===== src/rtl/imem_loader.sv =====
// Framed byte-stream loader for the CPU instruction RAM.
// Packs bytes big-endian into words, writes them from address 0, and releases the CPU once the checksum matches.
module imem_loader #(
    parameter int MEM_DEPTH = 256,
    parameter int ADDR_W    = $clog2(MEM_DEPTH)
) (
    input  logic              clk,
    input  logic              reset,
    input  logic              start,
    input  logic [7:0]        rx_data,
    input  logic              rx_valid,
    output logic              rx_ready,
    output logic              mem_we,
    output logic [ADDR_W-1:0] mem_addr,
    output logic [31:0]       mem_wdata,
    output logic              cpu_reset,
    output logic              busy,
    output logic              done,
    output logic              error
);

    typedef enum logic [2:0] {IDLE, HDR, LEN, DATA, CSUM, DONE, ERR} state_t;

    localparam logic [7:0]  HEADER    = 8'hA5;
    localparam logic [31:0] DEPTH_LIM = 32'(MEM_DEPTH);

    state_t            state_q, state_d;
    logic [8:0]        wordCnt_q, nWords_q;
    logic [1:0]        byteCnt_q;
    logic [23:0]       asm_q;
    logic [7:0]        xor_q;
    logic              rxReady_q, memWe_q, cpuReset_q, busy_q, done_q, error_q;
    logic [ADDR_W-1:0] memAddr_q;
    logic [31:0]       memWdata_q;

    logic       accept;
    logic [8:0] lenN;
    logic       lenTooBig, lastWord, wordEnd;

    // A start pulse withdraws rx_ready so a byte offered alongside it is never consumed.
    assign rx_ready  = rxReady_q & ~start;
    assign accept    = rx_valid & rx_ready;
    assign lenN      = (rx_data == 8'd0) ? 9'd256 : {1'b0, rx_data};
    assign lenTooBig = {23'd0, lenN} > DEPTH_LIM;
    assign lastWord  = (wordCnt_q == nWords_q - 9'd1);
    assign wordEnd   = (byteCnt_q == 2'd3);

    assign mem_we    = memWe_q;
    assign mem_addr  = memAddr_q;
    assign mem_wdata = memWdata_q;
    assign cpu_reset = cpuReset_q;
    assign busy      = busy_q;
    assign done      = done_q;
    assign error     = error_q;

    always_comb begin
        state_d = state_q;
        if (start) begin
            state_d = HDR;
        end else if (accept) begin
            case (state_q)
                HDR:     if (rx_data == HEADER) state_d = LEN;
                LEN:     state_d = lenTooBig ? ERR : DATA;
                DATA:    if (wordEnd && lastWord) state_d = CSUM;
                CSUM:    state_d = (rx_data == xor_q) ? DONE : ERR;
                default: state_d = state_q;
            endcase
        end
    end

    // Status outputs are registered from the next state so they change together with it.
    always_ff @(posedge clk or negedge reset) begin
        if (!reset) begin
            state_q    <= IDLE;
            wordCnt_q  <= '0;
            nWords_q   <= '0;
            byteCnt_q  <= '0;
            asm_q      <= '0;
            xor_q      <= '0;
            rxReady_q  <= 1'b0;
            memWe_q    <= 1'b0;
            memAddr_q  <= '0;
            memWdata_q <= '0;
            cpuReset_q <= 1'b1;
            busy_q     <= 1'b0;
            done_q     <= 1'b0;
            error_q    <= 1'b0;
        end else begin
            state_q    <= state_d;
            rxReady_q  <= state_d inside {HDR, LEN, DATA, CSUM};
            busy_q     <= state_d inside {HDR, LEN, DATA, CSUM};
            cpuReset_q <= (state_d != DONE);
            done_q     <= (state_d == DONE);
            error_q    <= (state_d == ERR);
            memWe_q    <= 1'b0;
            if (start) begin
                wordCnt_q <= '0;
            end else if (accept) begin
                if (state_q == LEN) begin
                    nWords_q  <= lenN;
                    wordCnt_q <= '0;
                    byteCnt_q <= '0;
                    xor_q     <= '0;
                end else if (state_q == DATA) begin
                    asm_q     <= {asm_q[15:0], rx_data};
                    xor_q     <= xor_q ^ rx_data;
                    byteCnt_q <= byteCnt_q + 2'd1;
                    if (wordEnd) begin
                        memWe_q    <= 1'b1;
                        memAddr_q  <= ADDR_W'(wordCnt_q);
                        memWdata_q <= {asm_q, rx_data};
                        wordCnt_q  <= wordCnt_q + 9'd1;
                    end
                end
            end
        end
    end

endmodule


===== config.mk =====
export PLATFORM = sky130hd
export DESIGN_NAME = imem_loader
export DESIGN_NICKNAME = d
export VERILOG_FILES = /design/src/rtl/imem_loader.sv
export SDC_FILE = /design/constraint.sdc
export NUM_CORES = 1
export LEC_CHECK = 0
export CAP_MARGIN = 20
export CORE_UTILIZATION = 50
export CTS_CLUSTER_DIAMETER = 100
export DETAILED_ROUTE_END_ITERATION = 7
export GPL_TIMING_DRIVEN = 1
export PLACE_DENSITY_LB_ADDON = 0.2
export REMOVE_ABC_BUFFERS = 1
export SYNTH_ARGS = -nofsm -noshare
export SYNTH_HDL_FRONTEND = slang
export SYNTH_SLANG_ARGS = --single-unit

===== constraint.sdc =====
create_clock -name clk -period 2.81 [get_ports clk]
set_input_delay 0.843 -clock clk [delete_from_list [all_inputs] [get_ports clk]]
set_output_delay 0.843 -clock clk [all_outputs]
set_load 0.05 [all_outputs]

---- Word-level counts from Yosys, hierarchy flattened ----
Index checks and enable logic that the tools add are counted.
word-level totals
  output and inout bits ................... 46
  bits in writable memories ............... 0
  input bits .............................. 12
  flip-flop bits (word level) ............. 100
  memory bits (read-only) ................. 0
  bits in latches ......................... 0
  memories ................................ 0
operators by class
  bitwise operators ....................... 5
  shift operators ......................... 0
  equality and inequality tests ........... 15
  multipliers ............................. 0
  $lt $le $gt $ge ......................... 1
  multiplexer cells ....................... 22
  add/sub/neg operators ................... 3
  div/mod/pow operators ................... 0
  reductions and logical operators ........ 12
operators by type and width
  operator             count
  $mux 9               6
  $mux 8               2
  $mux 3               5
  $eq 3x2->1 const B   4
  $eq 3x3->1 const B   4
  $pmux 3 s4           1
  $add 9x1->9 const B  1
  $eq 9x9->1           1
  $gt 9x9->1 const B   1
  $reduce_and 3->1     3
  $sub 9x1->9 const B  1
  $eq 8x8->1           1
  $eq 8x8->1 const B   1
  $logic_not 8->1      1
  $xor 8x8->8          1
  $eq 3x1->1 const B   2
  $mux 2               3
  $reduce_bool 3->1    2
  $mux 1               5
  $reduce_and 5->1     1
  $reduce_and 4->1     1
  $reduce_bool 2->1    2
  $reduce_bool 4->1    1
  $ne 3x3->1 const B   1
  5 further kinds      7

---- Depth between registers and ports, before layout ----
  depth after elaboration ................. 9
  depth in mapped cells ................... 9

---- Least setup slack after synthesis ----
No wires, ideal clock.
  path kind ............................... input to register
  start point ............................. in rx_data[6]
  end point ............................... reg error_q, in the netlist error
  arrival ................................. 2.852 ns
  stages on the path ...................... 7
  slack ................................... -0.138 ns
  cells stage by stage .................... or4_4 > or4_4 > a31oi_4 > o21ai_2 > o41ai_4 > nand2b_2 > nor4_2
between the ends
  word-level cells in the longest chain between the ends .. 8
  elaborated cells between the ends (all ways) .. 12
  classes of those cells .................. order compare (1); eq/ne (3); mux (7); reduce/logical (1)
ends and longest elaborated chain
  what                  RTL line  RTL
  start, declared       10        input logic [7:0] rx_data,
  $logic_not 8->1       43        assign lenN = (rx_data == 8'd0) ? 9'd256 : {1'b0, rx_data};
  $mux 9                43
  $gt 9x9->1            44        assign lenTooBig = {23'd0, lenN} > DEPTH_LIM;
  $mux 3                63        LEN: state_d = lenTooBig ? ERR : DATA;
  $pmux 3 s4 *          61        case (state_q)
  $mux 3 *              60        end else if (accept) begin
  $mux 3 *              58        if (start) begin
  net state_d[0]        27        state_t state_q, state_d;
  $eq 3x3->1 *          94        error_q <= (state_d == ERR);
  end signal, assigned  94
  end, declared         32        logic rxReady_q, memWe_q, cpuReset_q, busy_q, done_q, error_q;
The timed path passes the listed nets; every way through them passes the cells marked *.
A chain may end at the register's enable or synchronous reset.

---- Final worst setup path ----
  start point ............................. in rx_data[0]
  end point ............................... reg busy_q, in the netlist busy
between the ends
  word-level cells in the longest chain between the ends .. 9
  elaborated cells between the ends (all ways) .. 16
  classes of those cells .................. order compare (1); eq/ne (6); mux (7); reduce/logical (2)
ends and longest elaborated chain
  what                                      RTL line  RTL
  $logic_not 8->1                           43
  $mux 9                                    43
  $gt 9x9->1                                44
  $mux 3                                    63
  $pmux 3 s4 *                              61
  $mux 3 *                                  60
  $mux 3 *                                  58
  $eq 3x1->1, or another cell as far along  91        busy_q <= state_d inside {HDR, LEN, DATA, CSUM};
  $reduce_bool 4->1 *                       91
  end signal, assigned                      91
  end, declared                             32
Mark *: on every way between the ends. The rest lies on a longest branch, timed or not.

==> summary.md <==
| Metric | Value |
|---|---|
| Status | complete, but fails checks |
| Failing checks | design-rule violations |
| DIE HEIGHT | a little under 100 um |
| Fin area | ~5700 um^2 |
| Vias after detailed routing | 3234 |
| Core Rows | 34 |
| Crit path buf inv count | 2 |
| Mapped Cells | 400 |
| TritonCTS clock tree | done |
| Worst vdd ir | 296 uV |
| Post-synth top flop | dfrtp_1 |
| Iteration-0 DRC Markers | 199 |
| Sink Count | 100 |
| Filler cells | roughly 700 |
| Critical path type | primary input to flip-flop |
| Pre-CTS setup slack | -0.753 ns |
| Distinct cells, synth | 57 |
| CP peak stage delay | about 0.51 ns |
| FMAX | around 360 MHz |
| Number of max-cap violations | 0 |
| Drt via density | about 5.5 |
| RSZ-0062 raised after global routing | yes |
| Mapped Avg Cell Area | between 10 and 15 um^2 |
| Largest net degree at the start of global routing | 60 |
| Slew @ Worst Pin | about 0.65 ns |
| TritonCTS Buffers | 9 |
| Clk slew on worst S/H paths | between 0.1 and 0.15 ns |
| Synth Cell Area | 4570 um^2 |
| Worst min path class | primary input to asynchronous set/reset pin |
| Nets@finish | slightly below 500 |
| CTS root buffer | clkbuf_8 |
| Crit-path max FO | 2 |
| Max Clock Skew | roughly 0.016 ns |
| Leading area contributor after synthesis | dfrtp_1 |
| Min Hold Slack | between 0.3 and 0.4 ns |
| Final setup violating endpoints | 0 |
| Final design utilization | about 65% |
| Die Wd | approximately 100 um |
| Final hold vios | 0 |
| Top post-synthesis cells by area | dfrtp_1, mux2_2, nand2_1 |
| Grt total ovfl | 0 |
| Max Slew Vio Count | 0 |
| # port buffers | between 50 and 60 |
| Critical path endpoint category | flip-flop |
| Synth warn | 0 |
| Post-DP HPWL | approximately 6.6 mm |
| Max-slew headroom | 56.9% |
| Placed cell areas | around 5400 um^2 |
| Period utilization | 97.6% |
| Worst Path Required | just over 3 ns |
| Initial Util | 51.9% |
| Crit path cell chain | clkdlybuf4s50_1, nand4_1, or4_4, buf_6, a21o_1, o41ai_4, o211ai_1, mux2i_1 |
| Layout cell share with drive strength beyond 1 | between 20% and 30% |
| Residual DRC | 6 |
| CP max-delay cell | or4_4 |
| GRT Overall Usage | between 20% and 30% |
| Commonest cells in the synthesized netlist | dfrtp_1, nand2_1, mux2_2 |
| Sequential element share of the synthesized area | between 50% and 60% |
| Area Overhead vs Synth | 24.5% |
| Routability cong. | 0.848 |
| Clock latency on the worst-skew pair | around 0.37 ns |
| Die area | ~9500 um^2 |
| Antenna cells | 0 |
| CP Data Arrival Time | around 3 ns |
| First-pass GRT wire length | around 16 mm |
| Ys async rst share | 100% |
| Post-DRT Antenna Nets | 0 |
| Critical path's top delay family | compound AO/OA/AOI/OAI gates |
| Multi-input gate area | between 2000 and 2500 um^2 |
| Htree depth | 3 |
| Synthesis-stage register bit count | 100 |
| Vias in the first global route | roughly 3.3k |
| Core ar. | roughly 8800 um^2 |
| LEAKAGE | roughly 2.6 nW |
| Top Ports | between 50 and 60 |
| Most frequent cell after synthesis | dfrtp_1 |
| Final min period | approximately 2.7 ns |
| Worst setup SP type | primary input |
| Post-synth EDFFs | 0 |
| DR WL/cell | approximately 16 um |
| Top-area cell type share of the netlist area | 54.2% |
| Post-Route WL | roughly 9.5 mm |
| Pwr per Cell Area | approximately 420 nW/um^2 |
| Setup WS post-layout | ~0.067 ns |
| Total Power | ~2.4 mW |
| Register Area | around 2500 um^2 |
| Initial DRT Pass Iterations | 6 |
| Clock buffer depth | 2 |
| Antenna violations before repair | 0 |
==> state kept, by name, indices dropped and copies added, names as in the netlist <==
signal,flops
asm_q,24
busy,1
byteCnt_q,2
cpu_reset,1
done,1
error,1
mem_addr,8
mem_wdata,32
mem_we,1
nWords_q,9
state_q,3
wordCnt_q,9
xor_q,8
==> worst register-to-register path, delay by kind of cell (launching register included) <==
| family | cells | cell delay [ns] |
|---|---|---|
| muxes | 1 | 0.15 |
| buffers and inverters | 1 | 0.06 |
| DFF | 1 | 0.41 |
| AOI/OAI and AO/OA | 4 | 0.88 |
| adders and majority gates | 1 | 0.16 |
| and+or+nand+nor | 2 | 0.97 |
==> final timing paths <==
check	start	endpoint	slack, ns	depth (start not counted)
setup / recovery	rx_data[0]	busy$_DFF_PN0_	0.07	8
hold / removal	reset	done$_DFF_PN0_	0.37	1
setup reg to reg	nWords_q[0]$_DFFE_PN0P_	busy$_DFF_PN0_	0.08	9
hold reg to reg	mem_addr[5]$_DFFE_PN0P_	mem_addr[5]$_DFFE_PN0P_	0.47	2
max in group asynchronous	reset	mem_wdata[3]$_DFFE_PN0P_	1.81	2
min in group clk	mem_addr[5]$_DFFE_PN0P_	mem_addr[5]$_DFFE_PN0P_	0.47	2
==> stage by stage <==
stage	TNS [ns]	instances
floorplan	-118.24	382
finish	0	593
detailed placement	-3.50	573
global route	-0.0155	593
CTS	0	591
global placement	-3.26	573
==> metal layers <==
metal | track usage, % | up-vias | part of all wire, %
met5 | 0 | - | 0
met4 | 6.64 | 0 | 1.0
met3 | 6.76 | 10 | 6.3
met2 | 33.6 | 76 | 47
met1 | 29.3 | 1568 | 46
li1 | - | 1580 | -
==> kinds of logic (layout without fill, tap and decap cells) <==
logic type                 after synthesis  after routing  share of synthesized area (%)
DFF                                    100            100                           54.8
adders and majority gates                3              3                          0.821
and+or+nand+nor                        149            149                           17.2
muxes                                   56             56                           13.8
buffers and inverters                   24            109                           2.00
xor gates and xnor gates                14             14                           2.68
AOI/OAI and AO/OA                       54             54                           8.79
==> cells in the final DEF (no fill, tap or decap), types with 8 or more instances in the layout <==
master	count
nor2_1	9
clkbuf_8	9
xnor2_1	9
nand2b_1	15
nand2_1	67
o21ai_0	19
buf_4	27
mux2_2	55
nand3_1	8
dfrtp_1	99
clkdlybuf4s50_1	49
nor3_1	9
==> power by group <==
group,total [mW],internal [mW],switching [mW],leakage (nW)
registers,1.44,1.44,0.000948,1.33
clock network,0.863,0.334,0.529,0.0881
logic,0.103,0.0404,0.0631,1.20
total,2.41,1.81,0.593,2.62
==> layout make-up <==
cell class	instances	share of cell area, %
inverters	6	0.396
well taps	108	2.37
clock inverters	7	1.01
clock buffers	9	2.18
repair buffers	87	14.5
multi-input cells	276	35.5
flip-flops and latches	100	44.0
==> repair_timing <==
| item | 4_1_cts | 5_1_grt |
|---|---|---|
| setup buffers | 2 | 2 |
| setup endpoints to repair | 5 | 4 |
| gates resized for setup | 9 | 16 |
| hold buffers | 0 | 0 |
| pin swaps | 5 | 4 |
| hold endpoints to repair | 0 | 0 |
Power figures use the tool's default switching activity.
